**config.mk**
```make
export PLATFORM = sky130hd
export DESIGN_NAME = exec_stage
export DESIGN_NICKNAME = d
export VERILOG_FILES = /design/src/rtl/exec_stage.sv
export SDC_FILE = /design/constraint.sdc
export NUM_CORES = 1
export LEC_CHECK = 0
export ABC_CLOCK_PERIOD_IN_PS = 4600
export CAP_MARGIN = 25
export CORE_MARGIN = 2
export CORE_UTILIZATION = 59
export DETAILED_ROUTE_END_ITERATION = 16
export PLACE_DENSITY = 0.81
export SETUP_SLACK_MARGIN = 0.05
export SLEW_MARGIN = 10
export SYNTH_ARGS = -nofsm -noshare
export SYNTH_HDL_FRONTEND = slang
export SYNTH_SLANG_ARGS = --single-unit
```
**constraint.sdc**
```tcl
create_clock -name clk -period 4.6 [get_ports clk]
set_input_delay 0.46 -clock clk [delete_from_list [all_inputs] [get_ports clk]]
set_output_delay 0.46 -clock clk [all_outputs]
set_load 0.005 [all_outputs]
```
**src/rtl/exec_stage.sv**
```systemverilog
// Execute stage: operand select, single-bit shifter, ALU with {V,N,Z}
// status, and a 16-iteration shift-add multiplier. Results are registered
// and announced with a one-cycle loadc pulse for the C pipeline register.
module exec_stage #(
  parameter int WIDTH = 16
) (
  input  logic             clk,
  input  logic             rst_n,
  input  logic             start,
  input  logic [WIDTH-1:0] a_in,
  input  logic [WIDTH-1:0] b_in,
  input  logic [WIDTH-1:0] imm,
  input  logic             asel,
  input  logic             bsel,
  input  logic [1:0]       shift,
  input  logic [2:0]       alu_op,
  output logic             ready,
  output logic             loadc,
  output logic [WIDTH-1:0] result,
  output logic [2:0]       status
);

  localparam int CW = $clog2(WIDTH);

  typedef enum logic {
    S_IDLE,
    S_MUL
  } state_e;

  typedef enum logic [2:0] {
    OP_ADD = 3'b000,
    OP_SUB = 3'b001,
    OP_AND = 3'b010,
    OP_MVN = 3'b011,
    OP_MUL = 3'b100
  } op_e;

  state_e             state_q, state_d;
  logic [2*WIDTH-1:0] mcand_q, mcand_d;
  logic [WIDTH-1:0]   mplier_q, mplier_d;
  logic [2*WIDTH-1:0] acc_q, acc_d;
  logic [CW-1:0]      cnt_q, cnt_d;
  logic [WIDTH-1:0]   result_q, result_d;
  logic [2:0]         status_q, status_d;
  logic               loadc_q, loadc_d;

  logic [WIDTH-1:0]   opa, opb_sel, opb;
  logic [WIDTH-1:0]   alu_res;
  logic               alu_v;
  logic [2*WIDTH-1:0] acc_step;

  // Operand A forcing, operand B source select, then the B shifter.
  always_comb begin
    opa     = asel ? '0 : a_in;
    opb_sel = bsel ? imm : b_in;
    unique case (shift)
      2'b01:   opb = {opb_sel[WIDTH-2:0], 1'b0};
      2'b10:   opb = {1'b0, opb_sel[WIDTH-1:1]};
      2'b11:   opb = {opb_sel[WIDTH-1], opb_sel[WIDTH-1:1]};
      default: opb = opb_sel;
    endcase
  end

  // Single-cycle ALU result and overflow flag.
  always_comb begin
    // NOTE: every output of a combinational block gets a default first so no
    // path through the case statement can leave it unassigned (no latch).
    alu_res = '0;
    alu_v   = 1'b0;
    case (op_e'(alu_op))
      OP_ADD: begin
        alu_res = opa + opb;
        alu_v   = (opa[WIDTH-1] == opb[WIDTH-1]) && (alu_res[WIDTH-1] != opa[WIDTH-1]);
      end
      OP_SUB: begin
        alu_res = opa - opb;
        alu_v   = (opa[WIDTH-1] != opb[WIDTH-1]) && (alu_res[WIDTH-1] != opa[WIDTH-1]);
      end
      OP_AND:  alu_res = opa & opb;
      OP_MVN:  alu_res = ~opb;
      default: alu_res = '0;  // MUL is handled by the sequencer; reserved ops give zero
    endcase
  end

  // One shift-add iteration: accumulate the multiplicand when the multiplier LSB is set.
  always_comb begin
    acc_step = acc_q + (mplier_q[0] ? mcand_q : '0);
  end

  // Next-state, issue acceptance, multiply sequencing and completion.
  always_comb begin
    state_d  = state_q;
    mcand_d  = mcand_q;
    mplier_d = mplier_q;
    acc_d    = acc_q;
    cnt_d    = cnt_q;
    result_d = result_q;
    status_d = status_q;
    loadc_d  = 1'b0;
    unique case (state_q)
      S_IDLE: begin
        if (start) begin
          if (op_e'(alu_op) == OP_MUL) begin
            mcand_d  = {{WIDTH{1'b0}}, opa};
            mplier_d = opb;
            acc_d    = '0;
            cnt_d    = '0;
            state_d  = S_MUL;
          end else begin
            result_d = alu_res;
            status_d = {alu_v, alu_res[WIDTH-1], alu_res == '0};
            loadc_d  = 1'b1;
          end
        end
      end
      S_MUL: begin
        acc_d    = acc_step;
        mcand_d  = mcand_q << 1;
        mplier_d = mplier_q >> 1;
        cnt_d    = cnt_q + 1'b1;
        if (cnt_q == CW'(WIDTH - 1)) begin
          result_d = acc_step[WIDTH-1:0];
          status_d = {|acc_step[2*WIDTH-1:WIDTH], acc_step[WIDTH-1], acc_step[WIDTH-1:0] == '0};
          loadc_d  = 1'b1;
          state_d  = S_IDLE;
        end
      end
      default: state_d = S_IDLE;
    endcase
  end

  // State and datapath registers; reset aborts any multiply in flight.
  always_ff @(posedge clk or negedge rst_n) begin
    // NOTE: every flop here is reset, including the multiply working
    // registers, so an aborted multiply leaves no stale state behind.
    if (!rst_n) begin
      state_q  <= S_IDLE;
      mcand_q  <= '0;
      mplier_q <= '0;
      acc_q    <= '0;
      cnt_q    <= '0;
      result_q <= '0;
      status_q <= '0;
      loadc_q  <= 1'b0;
    end else begin
      // NOTE: non-blocking assignments so every flop samples the values from
      // before this edge, independent of statement order.
      state_q  <= state_d;
      mcand_q  <= mcand_d;
      mplier_q <= mplier_d;
      acc_q    <= acc_d;
      cnt_q    <= cnt_d;
      result_q <= result_d;
      status_q <= status_d;
      loadc_q  <= loadc_d;
    end
  end

  assign ready  = (state_q == S_IDLE);
  assign loadc  = loadc_q;
  assign result = result_q;
  assign status = status_q;

endmodule
```
==> results by group, run 1 <==
Outcome
  – Status: finished clean

Logic synthesis
  – Netlist cell types: 80
  – Seq cells post-synth: 104
  – Mapped Nets: 1225
  – Post-Syn Area per Cell: 8.14 µm²
  – Area of the mapped netlist: 0.00894 mm²
  – Yosys top cell by area: dfrtp_1
  – Fraction of registers with async set/reset: 100%
  – Top cells by area, synth: dfrtp_1 (29%), ha_1 (9.2%), nand2_1 (6.4%)
  – Most instantiated cells after synthesis: nand2_1 (153), o21ai_0 (106), dfrtp_1 (104)
  – Ys flop type: dfrtp_1
  – Sequential area share after synthesis: 29.1%
  – YS warnings: 0
  – Post-Syn Instances: 1098
  – Number of synthesized flops with an enable pin: 0
  – Top-count cell post-synth: nand2_1
  – Top cell type's share of synthesized area: 29.1%

Critical path
  – Worst path required time: 4.89 ns
  – Critical-path maximum fanout: 5
  – Endpoint type of the worst setup path: register
  – CP startpoint kind: primary input
  – Setup Crit Path Kind: primary input to register
  – Arrival time worst endpoint: 4.60 ns

CTS
  – Clock Pin Slew Worst Setup and Hold Paths: 0.07 ns
  – Hold Buf Count CTS: 0
  – Clk Latency, worst-skew pair: 0.36 ns
  – Post-CTS Setup Bufs: 0
  – CTS root buf: clkbuf_16
  – CTS resizes: 0
  – CTS tree: yes
  – Clk buf depth: 2
  – CTS Sinks: 104
  – CTS Buf Count: 9
  – H-tree levels: 3

Die
  – Die X-Extent: 127 µm
  – I/O Pins: 79
  – Die H: 127 µm
  – # rows: 44
  – Initial Util: 61.0%
  – Placeable Area: 0.0146 mm²
  – Full die area: 0.0161 mm²

Timing
  – Min cycle time layout: 4.31 ns
  – Fin. max-slew vios: 0
  – Slew margin rel.: 36.3%
  – Fin crit share: 93.7%
  – Final setup violation count: 0
  – RSZ-0062 raised after global routing: false
  – Setup TNS: 0 ns
  – Worst Slack Setup Final: 0.288 ns
  – Clk_skew: 0.00789 ns
  – Hold WS: 0.223 ns
  – Worst slew pin tran: 0.952 ns
  – Achievable clock frequency: 232 MHz
  – Endpoints failing hold: 0

Routing
  – DRT iter0 DRCs: 657
  – Drt first pass iters: 5
  – Vias per cell: 6.17
  – Wire length per cell: 17.8 µm
  – Wirelength, routed: 24500 µm
  – # DRC: 0
  – Vias: 8460
  – Remaining antenna violation count: 0

Pwr
  – Pwr dens: 417 mW/mm²
  – Leak: 4.75 nW
  – Total power: 0.00436 W
  – Worst IR drop on VDD: 0.293 mV

Place
  – Port bufs: 78
  – GPL Wtd Cong: 0.965
  – Setup WS pre-CTS: -0.160 ns
  – Post-detail-place hpwl: 18600 µm

Finish
  – Syn-to-layout area delta: 16.9%
  – Final #Nets: 1310
  – N_diodes: 0
  – Layout cell share with drive strength beyond 1: 9.85%

Global route
  – Largest net degree at the start of global routing: 86
  – First-pass GRT wire length: 39500 µm
  – Initial antenna violation count: 0
  – Vias in the first global route: 7897
  – Global route overflow: 0
  – GRT Util Overall: 30.7%

Flow run
  – Maxcap violations: 0

Worst hold path
  – Worst hold path class: primary input to asynchronous set/reset pin
logic make-up after synthesis:
group,after synthesis,synth area share (%)
simple gates,383,20.1
flops,104,29.1
buf+inv,111,5.26
mux,59,8.25
fa+ha+maj,69,9.91
compound gates,327,23.0
xor+xnor,45,4.41
worst paths after layout:
| check | start | to | slack, ns | cells past startpoint |
|---|---|---|---|---|
| min in group clk | mplier_q[7] | mplier_q[6] | 0.48 | 2 |
| max reg2reg | mplier_q[0] | status[2] | 0.38 | 15 |
| min | rst_n | mcand_q[13] | 0.22 | 1 |
| max | bsel | status[0] | 0.29 | 17 |
| max in group asynchronous | rst_n | state_q | 3.32 | 2 |
| min reg2reg | mplier_q[7] | mplier_q[6] | 0.48 | 2 |
layer usage:
layer	vias up	GRT usage [%]	part of all wire, %
met5	-	0	0
met1	3997	43.1	45
met3	56	5.23	6.7
li1	4076	-	-
met2	331	48.3	45
met4	0	11.1	2.9
worst max-delay path, stage by stage:
cell and delay (ns):
clkdlybuf4s50_1 0.54, buf_6 0.15, mux4_1 0.54, o21ai_1 0.16, inv_1 0.11, ha_1 0.33, nand2b_1 0.18, a21oi_2 0.17
o21bai_1 0.14, a21oi_1 0.17, o21ai_0 0.13, and3_1 0.22, o31a_1 0.33, nor4b_4 0.29, nand4b_1 0.14, or4_1 0.41
o21ai_1 0.12
metrics by stage:
stage               std cells  util (%)  instance area, µm²
global placement         1356      68.9               10100
floorplan                1098         -                8940
CTS                      1372      70.9               10400
finish                   1372      71.4               10500
global route             1372      71.4               10500
detailed placement       1356      68.9               10100
registers in the layout (all words and copies together) (netlist names):
signal,cells
acc_q,32
mcand_q,32
mplier_q,16
result,15
cnt_q,4
status,3
loadc,1
state_q,1
cell type report:
cell class / count / area [µm²]
inverter: 51 / 191
clock inverter: 5 / 41.3
tap: 184 / 230
sequential: 104 / 2610
multi-input combinational: 883 / 5930
timing repair buffer: 134 / 1210
clock buffer: 11 / 243
fill: 1166 / 4190
cell usage in the layout, fill, tap and decap left out, drive strengths merged, types with 17 or more instances in the layout:
cell type / synthesis / final
nor2b: 23 / 23
xnor2: 28 / 28
nand3: 20 / 20
buf: 19 / 57
inv: 51 / 52
ha: 66 / 66
dfrtp: 104 / 104
xor2: 17 / 17
clkdlybuf4s50: 0 / 77
nand2: 153 / 153
and2: 35 / 35
nor3: 20 / 20
o21ai: 111 / 111
nor2: 85 / 85
mux2i: 41 / 41
a21oi: 94 / 94
power by group:
part           internal, W  switching [W]  total, W  leakage [nW]
combinational     0.000892        0.00111   0.00201          3.23
sequential         0.00126       0.000333   0.00159          1.38
clock             0.000386       0.000370  0.000757         0.132
No activity file was read; power rests on OpenSTA's default activity.
==> run 2: changes to the inputs <==
Settings changed: CTS_CLUSTER_DIAMETER set to 60, SETUP_SLACK_MARGIN 0.05 to unset.
==> run 2 against run 1 <==
Net effect: power shrank 0.16%; critical path depth is the same; sequential cell count is the same; non-clock buffer count is the same; clock power is essentially flat; final area shrank 0.22%; fmax shrank 2.1%; routed wire length shrank 0.60%.
==> results by group, run 2 (synthesis results as in run 1) <==
Finish
  – Layout cell share with drive strength beyond 1: 9.51% (-0.34 points)
  – Final non-filler cell total: 1372 (unchanged)
  – Commonest non-fill, non-tap cells in the layout: nand2_1 (152), o21ai_0 (105), dfrtp_1 (103)
  – Commonest non-fill, non-tap cell in the layout: nand2_1
  – Reg area: 0.00261 mm² (unchanged)
  – Post-route cell area: 0.0104 mm² (-0.22%)
  – Fillcell total: 1167 (+0.086%)
  – Final #Nets: 1310 (unchanged)
  – N_diodes: 0 (unchanged)
  – Multi-input gate area: 0.00591 mm² (-0.32%)
  – Regs by FF count: acc_q: 32 flops, mcand_q: 32 flops, mplier_q: 16 flops
  – Syn-to-layout area delta: 16.7%

Die
  – Full die area: 0.0161 mm² (unchanged)
  – Die H: 127 µm (unchanged)
  – I/O Pins: 79 (unchanged)
  – Die X-Extent: 127 µm (unchanged)
  – Placeable Area: 0.0146 mm² (unchanged)
  – Initial Util: 61.0% (unchanged)
  – # rows: 44 (unchanged)

Routing
  – Drt first pass iters: 5 (unchanged)
  – Wire length per cell: 17.7 µm (-0.60%)
  – Remaining antenna violation count: 0 (unchanged)
  – Vias per cell: 6.16 (-0.11%)
  – DRT iter0 DRCs: 682 (+3.8%)
  – # DRC: 0 (unchanged)
  – Wirelength, routed: 24300 µm (-0.60%)
  – Vias: 8451 (-0.11%)

Timing
  – Achievable clock frequency: 227 MHz (-2.1%)
  – Endpoints failing hold: 0 (unchanged)
  – Final setup violation count: 0 (unchanged)
  – Fin. max-slew vios: 0 (unchanged)
  – Setup TNS: 0 ns (unchanged)
  – Clk_skew: 0.00955 ns (+0.00166 ns)
  – Hold WS: 0.225 ns (+0.00206 ns)
  – Slew margin rel.: 36.8% (+0.47 points)
  – Min cycle time layout: 4.40 ns (+0.0908 ns)
  – Fin crit share: 95.7% (+2.0 points)
  – Worst slew pin tran: 0.945 ns (-0.00704 ns)

Place
  – Cells after DPL: 1356 (unchanged)
  – GPL Wtd Cong: 0.965 (unchanged)
  – Port bufs: 78 (unchanged)
  – Post-detail-place hpwl: 18600 µm (unchanged)
  – Post-DP Area: 0.0101 mm² (unchanged)

Critical path
  – CP startpoint kind: primary input
  – Endpoint type of the worst setup path: register
  – Cell Chain, Critical Path: clkdlybuf4s50_1 -> buf_4 -> mux4_1 -> o21ai_1 -> inv_1 -> ha_1 -> nand2b_1 -> a21oi_1 -> o21bai_1 -> a21oi_1 -> o21ai_0 -> and3_1 -> o31a_1 -> nor4b_4 -> nand4b_1 -> or4_1 -> o21ai_1
  – Buf/Inv on CP: 3 (unchanged)
  – Setup Crit Path Kind: primary input to register
  – Reg-to-reg setup timing slack: 0.38 ns (about the same)
  – Crit path max-delay family: compound AO/OA/AOI/OAI gates
  – Critical-path maximum fanout: 5 (unchanged)
  – Worst path required time: 4.89 ns (about the same)
  – Delay of the slowest cell on the worst path: 0.54 ns (about the same)
  – Worst R2R Path Depth: 15 (unchanged)
  – Slowest cell on the critical path: mux4_1
  – Capturing point of the worst reg2reg path: status[2]
  – Crit path launch: bsel
  – Arrival time worst endpoint: 4.69 ns (+0.09 ns)
  – R2r startpoint: mplier_q[0]

CTS
  – CTS Sinks: 104 (unchanged)
  – Clock Pin Slew Worst Setup and Hold Paths: 0.07 ns (about the same)
  – CTS tree: yes
  – Post-CTS Setup Bufs: 0 (unchanged)
  – CTS root buf: clkbuf_16
  – Hold Buf Count CTS: 0 (unchanged)
  – CTS Buf Count: 9 (unchanged)
  – Clk Latency, worst-skew pair: 0.37 ns (about the same)
  – Clk buf depth: 2 (unchanged)
  – H-tree levels: 3 (unchanged)

Global route
  – Vias in the first global route: 7897 (unchanged)
  – GRT Util Overall: 30.7% (unchanged)
  – Largest net degree at the start of global routing: 86 (unchanged)
  – Global route overflow: 0 (unchanged)
  – Initial antenna violation count: 0 (unchanged)
  – First-pass GRT wire length: 39500 µm (unchanged)

Pwr
  – Sequential Power Share: 36.6% (about the same)
  – Sw Ratio: 41.7% (-0.055 points)
  – Net Switching: 0.00181 W (-0.29%)
  – Worst IR drop on VDD: 0.294 mV (+0.28%)
  – Leak: 4.74 nW (about the same)
  – Internal: 0.00254 W (about the same)
  – Comb pwr share: 46.0% (about the same)
  – Clock power frac: 17.4% (about the same)
  – Pwr dens: 417 mW/mm² (about the same)

Worst hold path
  – Worst hold path class: primary input to asynchronous set/reset pin

Outcome
  – Status: finished clean

Flow run
  – Maxcap violations: 0 (unchanged)
-- run 2: cell counts in the layout (fill, tap and decap cells not counted) --
No cell type changed its count.
-- run 2: through the flow --
| stage | util [%] | power [W] | setup slack, ns |
|---|---|---|---|
| after global routing | 71.2 | 0.00468 | -0.0216 |
| after CTS | 70.9 | 0.00433 | 0.208 |
| after global placement | 68.9 | 0.00351 | -0.0680 |
| after floorplan | - | 0.00284 | 0.574 |
| final | 71.2 | 0.00435 | 0.197 |
| after detailed placement | 68.9 | 0.00357 | -0.160 |
-- run 2: area by class of cell --
cell class / instances / area share [%]
Multi-Input combinational cell: 883 / 56.7
Sequential cell: 104 / 25.0
Timing Repair Buffer: 134 / 11.5
Clock buffer: 11 / 2.33
Tap cell: 184 / 2.21
Inverter: 51 / 1.84
Clock inverter: 5 / 0.396
-- run 2: repair_timing --
action,in CTS,in global routing
endpoints found under the hold margin,0,0
setup endpoints to repair,0,3
gates resized for setup,0,10
-- run 2: power groups by stage --
stage | Clock, W | Combinational (W) | Sequential [W]
2_1_floorplan | 0 | 0.00140 | 0.00144
3_3_place_gp | 0 | 0.00192 | 0.00159
3_5_place_dp | 0 | 0.00197 | 0.00160
4_1_cts | 0.000768 | 0.00198 | 0.00159
5_1_grt | 0.000806 | 0.00222 | 0.00165
6_report | 0.000755 | 0.00200 | 0.00159
-- run 2: metal layers --
metal	global-route usage [%]	share of wire (%)	up-vias
met5	0	0	-
met2	48.3	45	342
met1	43.1	45	3985
met3	5.23	7.1	56
met4	11.1	2.8	0
li1	-	-	4068
-- run 2: how the worst max path moves through the flow --
stage | cells past startpoint | endpoint | slack [ns]
final | 17 | status[0] | 0.20
after global routing | 17 | status[0] | -0.02
after CTS | 18 | status[0] | 0.21
after detailed placement | 18 | status[0] | -0.16
after global placement | 20 | status[0] | -0.07
after floorplan | 20 | status[0] | 0.57
==> run 3: changes to the inputs <==
Settings changed: CORE_UTILIZATION 59 to 43, DONT_BUFFER_PORTS set to 1, GPL_ROUTABILITY_DRIVEN set to 0, PLACE_DENSITY 0.81 to unset.
==> run 3 against run 2 <==
Net effect: critical path depth fell by 2; routed wire length rose by 1.2%; first-iteration DRC count fell by 7.2%; critical endpoint unchanged; sequential power barely moved; sequential share of layout area rose by 2.6 points; critical path type unchanged; core utilization fell by 25 points; final area fell by 9.4%; setup slack improved by 0.50 ns; clock power rose by 7.7%; hold slack got worse by 0.20 ns; sequential cell count did not move; fmax rose by 13%.
==> results by group, run 3 (synthesis results as in run 1) <==
Outcome
  – Status: finished clean

Critical path
  – R2r startpoint: mplier_q[0]
  – CP startpoint kind: primary input
  – Capturing point of the worst reg2reg path: status[2]
  – Slowest cell on the critical path: or4_1
  – Worst R2R Path Depth: 14 (-1)
  – Setup Crit Path Kind: primary input to register
  – Reg-to-reg setup timing slack: 0.96 ns (+0.58 ns)
  – Buf/Inv on CP: 1 (-2)
  – Delay of the slowest cell on the worst path: 0.42 ns (-0.12 ns)
  – Crit path launch: bsel
  – Endpoint type of the worst setup path: register
  – Worst path required time: 4.88 ns (about the same)
  – Arrival time worst endpoint: 4.18 ns (-0.51 ns)
  – Critical-path maximum fanout: 25 (+20)
  – Cell Chain, Critical Path: mux2_2 -> a21oi_1 -> inv_1 -> ha_1 -> fa_1 -> a21o_1 -> a21o_1 -> a21oi_1 -> o21ai_0 -> and3_1 -> o31a_1 -> nor4b_2 -> nand4b_1 -> or4_1 -> o21ai_1
  – Crit path max-delay family: compound AO/OA/AOI/OAI gates

Timing
  – Min cycle time layout: 3.90 ns (-0.500 ns)
  – Clk_skew: 0.0105 ns (+0.000977 ns)
  – Fin. max-slew vios: 0 (unchanged)
  – Achievable clock frequency: 256 MHz (+13%)
  – Endpoints failing hold: 0 (unchanged)
  – Setup TNS: 0 ns (unchanged)
  – Final setup violation count: 0 (unchanged)
  – Worst slew pin tran: 0.973 ns (+0.0283 ns)
  – Hold WS: 0.0288 ns (-0.196 ns)
  – Slew margin rel.: 35.1% (-1.7 points)
  – RSZ-0062 raised after global routing: false
  – Fin crit share: 84.8% (-11 points)

CTS
  – Clk buf depth: 2 (unchanged)
  – CTS root buf: clkbuf_16
  – CTS Sinks: 104 (unchanged)
  – CTS Buf Count: 9 (unchanged)
  – Clk Latency, worst-skew pair: 0.36 ns (about the same)
  – Clock Pin Slew Worst Setup and Hold Paths: 0.07 ns (about the same)
  – H-tree levels: 3 (unchanged)
  – CTS tree: yes

Finish
  – Fillcell total: 2045 (+75%)
  – Regs by FF count: acc_q: 32 flops, mcand_q: 32 flops, mplier_q: 16 flops
  – Final non-filler cell total: 1339 (-2.4%)
  – N_diodes: 0 (unchanged)
  – Final core utilization: 46.5% (-25 points)
  – Commonest non-fill, non-tap cells in the layout: nand2_1 (152), o21ai_0 (106), dfrtp_1 (103)
  – Syn-to-layout area delta: 5.74%
  – Layout cell share with drive strength beyond 1: 5.99% (-3.5 points)
  – Final #Nets: 1191 (-9.1%)
  – Commonest non-fill, non-tap cell in the layout: nand2_1

Global route
  – GRT Util Overall: 22.8% (-7.9 points)
  – Initial antenna violation count: 0 (unchanged)
  – First-pass GRT wire length: 39700 µm (+0.54%)
  – Vias in the first global route: 7327 (-7.2%)
  – Largest net degree at the start of global routing: 105 (+22%)
  – Global route overflow: 0 (unchanged)

Worst hold path
  – Worst hold path class: primary input to asynchronous set/reset pin

Die
  – Die X-Extent: 148 µm (+17%)
  – Full die area: 0.0220 mm² (+36%)
  – Placeable Area: 0.0203 mm² (+39%)
  – I/O Pins: 79 (unchanged)
  – Die H: 148 µm (+17%)
  – Initial Util: 44.0% (-17 points)
  – # rows: 52 (+18%)

Routing
  – Drt first pass iters: 5 (unchanged)
  – Wire length per cell: 18.4 µm (+3.7%)
  – # DRC: 0 (unchanged)
  – Vias: 7820 (-7.5%)
  – Wirelength, routed: 24600 µm (+1.2%)
  – DRT iter0 DRCs: 633 (-7.2%)
  – Remaining antenna violation count: 0 (unchanged)
  – Vias per cell: 5.84 (-5.2%)

Pwr
  – Total power: 0.00414 W (-4.8%)
  – Leak: 4.25 nW (-10%)
  – Worst IR drop on VDD: 0.184 mV (-37%)
  – Pwr dens: 438 mW/mm² (+5.0%)

Place
  – Port bufs: 0 (-100%)
  – Cells after DPL: 1321 (-2.6%)
  – Post-detail-place hpwl: 18200 µm (-1.9%)

Flow run
  – Maxcap violations: 0 (unchanged)
==> run 3: timing repair <==
action	4_1_cts	5_1_grt
setup buffers	0	0
gates resized for setup	0	0
endpoints found under the hold margin	104	0
hold buffers	1	0
setup endpoints to repair	0	0
==> run 3: layout make-up <==
cell class | count | area, µm² | area share, %
tap | 270 | 338 | 3.58
inverter | 51 | 191 | 2.03
clock inverter | 2 | 37.5 | 0.397
multi-input combinational | 883 | 5880 | 62.2
clock buffer | 14 | 264 | 2.79
sequential | 104 | 2610 | 27.6
timing repair buffer | 15 | 136 | 1.44
==> run 3: where the power goes <==
group / internal [W] / switching (W)
Combinational: 0.000671 / 0.00110
Clock: 0.000454 / 0.000359
Sequential: 0.00126 / 0.000294
==> run 3: how the worst max path moves through the flow <==
stage                 to  slack, ns  cells after the start
2_1_floorplan  status[0]       0.57                     20
3_3_place_gp   status[2]       0.40                     14
3_5_place_dp   status[0]       0.42                     15
4_1_cts        status[0]       0.78                     15
5_1_grt        status[2]       0.51                     14
6_report       status[0]       0.70                     15
==> run 3: per-layer routing <==
metal	global-route usage [%]	vias up	share of wire (%)
met3	4.48	35	6.7
met2	32.9	247	41
met1	33.9	3708	50
met5	0	-	0
li1	-	3830	-
met4	7.90	0	2.6
==> run 3: worst reg2reg max path, stage by stage (launching register included) <==
cell and delay, ns:
dfrtp_1 0.38, buf_4 0.19, and2_1 0.20, fa_1 0.45
a21oi_1 0.17, o221ai_1 0.23, o21ai_2 0.32, o21bai_1 0.14
a311oi_1 0.33, xor2_1 0.23, o2111ai_1 0.16, nor4_1 0.33
nand4bb_1 0.16, nor4_2 0.16, nor2_1 0.06
==> run 3: through the flow <==
stage | worst slack (ns) | cell area (µm²)
after floorplan | 0.574 | 8940
after global placement | 0.404 | 9110
after detailed placement | 0.418 | 9110
after CTS | 0.779 | 9440
after global routing | 0.513 | 9450
final | 0.698 | 9450
==> patch (config.mk and constraints of run 2) <==
The parameter `WIDTH` goes from 16 to 32.
--- a/src/rtl/exec_stage.sv
+++ b/src/rtl/exec_stage.sv
@@ -4,3 +4,3 @@
 module exec_stage #(
-  parameter int WIDTH = 16
+  parameter int WIDTH = 32
 ) (
Ports: changed (resized a_in, b_in, imm and result); port bits go from 79 to 143. The function was not compared with the original's and may differ.
==> patch against run 2 <==
The flow now finishes with violations (hold timing, setup timing). Routed wire length rose to 2.9 times the old value. Area after synthesis increased by 110%. Register-to-register slack lost 0.40 ns. Total power rose by 140%. Cell area increased by 140%. Sequential cell count up 97. Core utilization up 8.3 points. Setup slack got worse by 0.38 ns. Clock power rose to 3.0 times the old value.
==> patch: results (changes against run 2) <==
| Metric | Value |
|---|---|
| Detailed Route WL | 71,600 microns (was 24,300 microns) |
| Endpoints failing hold | 21 (was 0) |
| WL/cell | 21.5 microns (was 17.7 microns) |
| Setup WS post-layout | -0.182 ns (was 0.197 ns) |
| First-pass GRT wire length | 111,000 microns (was 39,500 microns) |
| # setup viols final | 1 (was 0) |
| Pre-antenna DRT Iters | 9 (was 5) |
| Commonest cells in the netlist | 375 x nand2_1, 246 x o21ai_0, 201 x dfrtp_1, 196 x a21oi_1, 184 x nor2_1 (was 153 x nand2_1, 106 x o21ai_0, 104 x dfrtp_1, 91 x a21oi_1, 85 x nor2_1) |
| Final worst hold slack | -0.0429 ns (was 0.225 ns) |
| Final Net Count | 3,149 (was 1,310) |
| Half-perimeter wire length after placement | 53,700 microns (was 18,600 microns) |
| H-tree depth | 1 (was 3) |
| Setup tns final | -0.182 ns (was 0 ns) |
| Vias in the first global route | 20,900 (was 7,897) |
| VDD IR max | 0.000372 V (was 0.000294 V) |
| Maximum fanout along the worst path | 6 (was 5) |
| Initial drt markers | 2,286 (was 682) |
| Netlist cell types | 93 (was 80) |
| Critical Path AT | 5.28 ns (was 4.69 ns) |
| Lkg Pwr | 11.5 nW (was 4.74 nW) |
| Outcome | finished, violations left (was finished, final reports clean) |
| DP Cell Count | 3,256 (was 1,356) |
| Total global-route track usage | 0.419 (was 0.307) |
| Failing checks | hold timing, setup timing |
| Vias/cell | 6.43 (was 6.16) |
## patch: cell count changes after synthesis, sizes merged, moves of 46 or more
cell    before  now
a21oi       94  196
and2        35   81
clkbuf      41  126
dfrtp      104  201
ha          66  135
nand2      153  375
nor2        85  184
o21ai      111  249
## patch: worst paths after layout
path                            cells after the start  slack (ns)                    start                       end
worst max-delay path                               23       -0.18                     bsel     status[0]$_DFFE_PN0P_
worst min register to register                      1        0.48   result[12]$_DFFE_PN0P_    result[12]$_DFFE_PN0P_
worst max register to register                     18       -0.02  mplier_q[0]$_DFFE_PN0P_     status[0]$_DFFE_PN0P_
max in group asynchronous                           2        3.46                    rst_n  mplier_q[10]$_DFFE_PN0P_
worst min-delay path                                1       -0.04                    rst_n      cnt_q[3]$_DFFE_PN0P_
min in group clk                                    1        0.48   result[12]$_DFFE_PN0P_    result[12]$_DFFE_PN0P_
## patch: power by group through the flow
stage	clock (mW)	combinational [mW]	sequential, mW
after floorplan	0	3.06	2.73
after global placement	0	4.94	2.86
after detailed placement	0	5.09	2.89
after CTS	2.27	5.23	2.88
after global routing	2.34	5.90	2.95
final	2.26	5.47	2.90
## patch: cell families (layout without fill, tap and decap cells)
kind of cell               Yosys count  after routing  share of synthesized area
xor gates and xnor gates            86             86                     0.0401
AOI/OAI and AO/OA                  753            753                      0.254
other                                0              2                          0
buffers and inverters              240            729                     0.0512
adders and majority gates          138            138                     0.0931
and+or+nand+nor                    914            914                      0.229
muxes                              105            105                     0.0653
DFF                                201            201                      0.268
## patch: what timing repair did
item                                    CTS  global route
setup buffers                            14             8
endpoints found under the setup margin    5             5
pin swaps                                28            25
resized for setup                        53            76
## patch: worst max-delay path, cell delays in order
cell and delay, ns:
buf_12 0.11, buf_6 0.11, mux2_4 0.29, a22oi_2 0.29, inv_2 0.11, ha_4 0.19, fa_2 0.41, a211oi_4 0.25
buf_4 0.15, nor3_2 0.04, a21oi_2 0.11, xnor2_1 0.08, a222oi_1 0.32, buf_4 0.19, nand4_1 0.13, nor4_2 0.30
buf_4 0.16, nand4_1 0.14, nor4b_2 0.40, buf_4 0.17, nand4_1 0.10, or4b_4 0.55, o31ai_2 0.18
## patch: final cells by class
| type | count | area (sq um) |
|---|---|---|
| Multi-Input combinational cell | 1996 | 13300 |
| Fill cell | 2146 | 6450 |
| Sequential cell | 201 | 5030 |
| Timing Repair Buffer | 596 | 4920 |
| Clock buffer | 31 | 722 |
| Tap cell | 402 | 503 |
| Inverter | 82 | 308 |
| Clock inverter | 20 | 229 |
| Antenna cell | 2 | 5.00 |
## patch: per-layer routing
metal / GRT usage / up-vias / share of wire
li1: - / 9694 / -
met1: 0.530 / 10200 / 0.40
met2: 0.694 / 1201 / 0.46
met3: 0.0748 / 291 / 0.083
met4: 0.201 / 0 / 0.053
met5: 0 / - / 0
